===== config.mk =====
export PLATFORM = sky130hd
export DESIGN_NAME = imem_ctrl
export DESIGN_NICKNAME = d
export VERILOG_FILES = /design/src/rtl/imem_ctrl.sv
export SDC_FILE = /design/constraint.sdc
export NUM_CORES = 1
export LEC_CHECK = 0
export ABC_AREA = 0
export CORE_MARGIN = 1
export CORE_UTILIZATION = 35
export CTS_CLUSTER_SIZE = 24
export DETAILED_ROUTE_END_ITERATION = 6
export PLACE_DENSITY = 0.9
export SYNTH_ARGS = -nofsm -noshare
export SYNTH_HDL_FRONTEND = slang
export SYNTH_SLANG_ARGS = --single-unit

===== constraint.sdc =====
create_clock -name clk -period 2.7 [get_ports clk]
set_clock_uncertainty 0.1 [all_clocks]
set_input_delay 0.54 -clock clk [delete_from_list [all_inputs] [get_ports clk]]
set_output_delay 0.54 -clock clk [all_outputs]
set_load 0.01 [all_outputs]

===== src/rtl/imem_ctrl.sv =====
// Instruction-memory controller: boot-load write stream, then loader/fetch arbitration
// with a fixed-latency read adapted to a valid/ready fetch response.
module imem_ctrl #(
    parameter int ADDR_W = 8,
    parameter int DATA_W = 32,
    parameter int DEPTH  = 256,
    parameter int RD_LAT = 1
) (
    input  logic              clk,
    input  logic              rst,
    input  logic              ld_valid,
    output logic              ld_ready,
    input  logic [ADDR_W-1:0] ld_add,
    input  logic [DATA_W-1:0] ld_data,
    input  logic              ld_last,
    input  logic              f_req_valid,
    output logic              f_req_ready,
    input  logic [ADDR_W-1:0] f_add,
    output logic              f_rsp_valid,
    output logic [DATA_W-1:0] f_rsp_data,
    input  logic              f_rsp_ready,
    output logic [ADDR_W-1:0] mem_add,
    output logic [DATA_W-1:0] mem_data_in,
    input  logic [DATA_W-1:0] mem_data_out,
    output logic              mem_r_en,
    output logic              mem_w_en,
    output logic              booted,
    output logic [ADDR_W:0]   wr_count
);

    typedef enum logic [1:0] {BOOT, IDLE, RD_WAIT, RSP} state_t;

    localparam logic [ADDR_W:0] DEPTH_C  = (ADDR_W+1)'(DEPTH);
    localparam logic [1:0]      LAT_INIT = 2'(RD_LAT - 1);

    state_t            r_state;
    state_t            w_next;
    logic [ADDR_W-1:0] r_add;
    logic [1:0]        r_lat;
    logic [DATA_W-1:0] r_rsp_data;
    logic              r_booted;
    logic [ADDR_W:0]   r_wr_count;
    logic              w_ld_acc;
    logic              w_rd_acc;

    // Loader wins over fetch in IDLE; reads only start from IDLE.
    assign w_ld_acc = ld_valid && (r_state != RD_WAIT);
    assign w_rd_acc = (r_state == IDLE) && !ld_valid && f_req_valid;

    always_ff @(posedge clk) begin
        if (rst) begin
            r_state <= BOOT;
        end else begin
            r_state <= w_next;
        end
    end

    always_comb begin
        w_next = r_state;
        case (r_state)
            BOOT: begin
                if (w_ld_acc && (ld_last || (r_wr_count >= DEPTH_C - 1'b1)))
                    w_next = IDLE;
            end
            IDLE: begin
                if (w_rd_acc)
                    w_next = RD_WAIT;
            end
            RD_WAIT: begin
                if (r_lat == 2'd0)
                    w_next = RSP;
            end
            RSP: begin
                if (f_rsp_ready)
                    w_next = IDLE;
            end
            default: w_next = BOOT;
        endcase
    end

    always_comb begin
        ld_ready    = w_ld_acc;
        f_req_ready = w_rd_acc;
        mem_w_en    = w_ld_acc;
        mem_r_en    = w_rd_acc;
        mem_data_in = '0;
        mem_add     = '0;
        f_rsp_valid = (r_state == RSP);
        if (w_ld_acc) begin
            mem_add     = ld_add;
            mem_data_in = ld_data;
        end else if (w_rd_acc) begin
            mem_add = f_add;
        end else if (r_state == RD_WAIT) begin
            mem_add = r_add;
        end
    end

    always_ff @(posedge clk) begin
        if (rst) begin
            r_add      <= '0;
            r_lat      <= '0;
            r_rsp_data <= '0;
            r_booted   <= 1'b0;
            r_wr_count <= '0;
        end else begin
            if (w_ld_acc && (r_wr_count < DEPTH_C))
                r_wr_count <= r_wr_count + 1'b1;
            if ((r_state == BOOT) && (w_next == IDLE))
                r_booted <= 1'b1;
            if (w_rd_acc) begin
                r_add <= f_add;
                r_lat <= LAT_INIT;
            end else if (r_state == RD_WAIT) begin
                if (r_lat == 2'd0)
                    r_rsp_data <= mem_data_out;
                else
                    r_lat <= r_lat - 1'b1;
            end
        end
    end

    assign f_rsp_data = r_rsp_data;
    assign booted     = r_booted;
    assign wr_count   = r_wr_count;

endmodule


# Word-level counts from Yosys, hierarchy flattened
# Index checks and enable logic that the tools add are counted.
# totals
output_inout_bits,87
register_bits,54
elab_cells,39
# op_classes
add_sub_neg,2
mux,9
eq_ne,5
reduce_logical,13
bitwise_logic,2
order_cmp,2
# ops
operator,n
$mux W32,1
$mux W8,3
$add A9 B1 Y9 const B,1
$ge A9 B8 Y1 const B,1
$lt A9 B9 Y1 const B,1
$mux W2,4
$pmux W2 S4,1
$logic_and A1 B1 Y1,6
$eq A2 B1 Y1 const B,2
$eq A2 B2 Y1 const B,2
$logic_not A2 Y1,2
$reduce_and A3 Y1,1
$ne A2 B2 Y1 const B,1
$not A1 Y1,2
$reduce_and A2 Y1,1
$reduce_or A2 Y1,1
$sub A2 B1 Y2 const B,1
$logic_not A1 Y1,1
$logic_or A1 B1 Y1,1

# Logic depth before layout (Yosys ltp)
# depth
depth_word,7
ltp_mapped,8
ltp_nobuf,8

# Least setup slack after synthesis
# OpenSTA, ideal clock, no wires.
# synth_timing
kind,input-to-output
from,input port ld_valid
to,output port mem_add[0]
path_slack_ns,0.271
path_buffers,2
stages,6
arrival_time_ns,1.789
cell_sequence,or4b_2 > buf_2 > inv_1 > buf_4 > nand2_1 > o211ai_1
# synth_via
elab_chain_cells,5
word_cells_on_any_way,6
# synth_rtl
item,line_no,source
"start, declared",11,"input logic ld_valid,"
$logic_not A1 Y1,48,assign w_rd_acc = (r_state == IDLE) && !ld_valid && f_req_valid;
$logic_and A1 B1 Y1 (2 in a row),48,
via f_req_ready,17,"output logic f_req_ready,"
$mux W8,92,end else if (w_rd_acc) begin
$mux W8,89,if (w_ld_acc) begin
"end, declared",22,"output logic [ADDR_W-1:0] mem_add,"
# The timed path passes the listed nets, and every way through them passes these cells.

# Worst setup path in the final report
# layout_timing
from,input port ld_valid
to,output port mem_add[5]
# layout_via
elab_chain_cells,5
word_cells_on_any_way,6
# layout_rtl
item,line_no
$logic_not A1 Y1,48
$logic_and A1 B1 Y1 (2 in a row),48
$mux W8,92
$mux W8 *,89
# Every way passes the cells marked *; elsewhere a longest branch is shown, timed or not.

==> run metrics <==
Total Routing Usage GR 0.203; max-cap violation count 0; first-pass GRT wire length 11.8 mm; TritonRoute pass-1 iters 6; area leader, netlist dfxtp_1; wire per inst 13.1 µm; FF+latch count, synth 54; layout cells sized above 1 0.0786; CP Capture Type primary output; Synth Instances 320; startpoint types input port; normalized max-slew margin 0.699; post-synth cell types 29; Final HPWL DP 5.87 mm; Worst Hold Class reg -> reg; GRT overflow 0; VDD IR max 203 µV; Die W 84.8 µm; commonest non-fill, non-tap cells in the layout clkdlybuf4s50_1, nand2_1, dfxtp_1, a21oi_1, and2_1; sequential share of the synthesized area 0.450; hold path cells 2; via count 2757; CP endpoint mem_add[5]; Fmax 377 MHz; clock root buffer clkbuf_8; Core Area 0.00649 mm²; mean post-synth cell area 7.50 µm²; FP Rows 29; status finished, violations left; Ys Warns 0; critical path cell sequence dlygate4sd2_1 > or4b_4 > clkinvlp_4 > buf_4 > nand2_1 > o211ai_1 > clkdlybuf4s15_2; top cell type's share of synthesized area 0.450; Worst R2R Path Depth 6; H-tree depth 2; die area 0.00720 mm²; Lkg Pwr 1.57 nW; CTS tree done; max incr delay on CP a little under 600 ps; Clock transition at path regs around 90 ps; Initial Utilization 0.370; # setup viols final 0; Tmin final about 2700 ps; Setup Crit Path Kind in -> out; Final Hold Violating Endpoints 0; RePlAce Congestion 0.749; RSZ-0062 raised after global routing no; initial antenna violation count 0; Mapped Nets ~400; clock sinks 54; hold-fix buffers at CTS 0; fin crit share 0.982; Area contributors post-synth dfxtp_1, nand2_1, a21oi_1; Final nets 584; n_diodes 0; failing checks DRC; Inserted Clock Buffers 5; largest net degree at the start of global routing 33; synthesized area about 0.0024 mm²; crit path DAT 2010 ps; via/cell ratio 4.81; Finished Layout Cells between 500 and 600; synthesis-to-finish area growth 82.3%; IO Count roughly 170; reg2reg setup slack 670 ps; most common cell after layout, fill and taps aside clkdlybuf4s50_1; clk_lat worst skew 300 ps; DRC Markers 10; die height between 80 and 90 µm; number of global-route vias before repair 2729; PortBufs 172; crit-path max FO 4; Pins Over Slew Limit 0; Reg-to-Reg End wr_count[7]$_SDFFE_PP0P_; reg2reg start r_state[1]$_SDFF_PP0_; drt total wl 7.50 mm; CP delay by family, top buffers and inverters; Slowest cell on crit path or4b_4; crit path launch ld_valid; setup_tns 0 ps; WP depth 7; CTS Buffer Depth 2; CP Buf/Inv Count 4; Placed Cells 562; P per Cell Area 397 mW/mm²; Post-DRT Antenna Nets 0; Critical Path RT 2060 ps; Least-Margin Pin Slew 452 ps; 1st-iter DRT viols 71
==> cell families after synthesis <==
logic type,synth area share
simple gates,0.320
flops,0.450
fa+ha+maj,0.0156
buf+inv,0.0552
compound gates,0.133
xor+xnor,0.0255
==> registers in the layout, indices dropped and copies added, names as in the netlist <==
| register | flops |
|---|---|
| booted | 1 |
| r_lat | 2 |
| f_rsp_data | 32 |
| wr_count | 9 |
| r_add | 8 |
| r_state | 2 |
==> power breakdown <==
group | switching (mW) | total, mW | internal (mW)
Sequential | 0.0125 | 0.829 | 0.816
Clock | 0.246 | 0.523 | 0.277
Combinational | 0.142 | 0.384 | 0.242
Total | 0.401 | 1.74 | 1.34
==> metrics by stage <==
stage / power, mW / cell area (µm²) / hold slack, ps / utilization / worst slack [ps]
final: 1.74 / 4380 / 356 / 0.674 / 48.0
after global routing: 1.82 / 4380 / 375 / 0.674 / 3.51
after CTS: 1.76 / 4380 / 359 / 0.674 / 45.4
after detailed placement: 1.24 / 4250 / 346 / 0.654 / -775
after global placement: 1.23 / 4250 / 337 / 0.654 / -707
after floorplan: 0.974 / 2400 / 337 / - / 271
==> cell type report <==
class / count / area [µm²]
well taps: 77 / 96.3
inverters: 6 / 26.3
flip-flops and latches: 54 / 1080
repair buffers: 191 / 1850
clock buffers: 6 / 72.6
repair inverters: 1 / 7.51
multi-input cells: 236 / 1200
fillers: 538 / 2120
clock inverters: 2 / 37.5
==> what timing repair did <==
item,CTS,global route
endpoints found under the hold margin,0,0
setup endpoints to repair,44,3
gates cloned,1,0
setup buffers,1,1
resized for setup,30,1
pin swaps,1,0
==> synth_stat cells (all sizes together) <==
cell type    n
nor2b        3
o211ai       8
dfxtp       54
xnor2        6
and2        34
or4b         1
o21ai        4
inv          6
or3          1
a2111oi      1
nand2      103
nor3         4
clkbuf      18
nand3        3
nor4         2
ha           3
a21oi       45
nand2b       2
buf          6
or3b         1
nor4b        1
xor2         1
a31oi        1
nor2        10
nor3b        1
or4          1
==> metal layers <==
metal	track usage	vias up	part of all wire	wire, µm
met3	0.0467	13	0.076	569
met2	0.405	119	0.53	4000
met5	0	-	0	0
li1	-	1378	-	-
met4	0.0724	0	0.019	144
met1	0.204	1247	0.37	2780
==> worst min path at each step <==
| stage | start | endpoint | slack, ps |
|---|---|---|---|
| finish | f_rsp_data[8]$_SDFFE_PP0P_ | f_rsp_data[8]$_SDFFE_PP0P_ | 360 |
| global route | f_rsp_data[20]$_SDFFE_PP0P_ | f_rsp_data[20]$_SDFFE_PP0P_ | 370 |
| CTS | f_rsp_data[7]$_SDFFE_PP0P_ | f_rsp_data[7]$_SDFFE_PP0P_ | 360 |
| detailed placement | f_rsp_data[7]$_SDFFE_PP0P_ | f_rsp_data[7]$_SDFFE_PP0P_ | 350 |
| global placement | booted$_SDFFE_PP0P_ | booted$_SDFFE_PP0P_ | 340 |
| floorplan | r_add[0]$_SDFFE_PP0P_ | r_add[0]$_SDFFE_PP0P_ | 340 |
==> tightest hold or removal path: stages (launching register included) <==
cell,delay [ps]
dfxtp_1,320
nand2_1,50
a21oi_1,50
(Power assumes the default switching activity.)
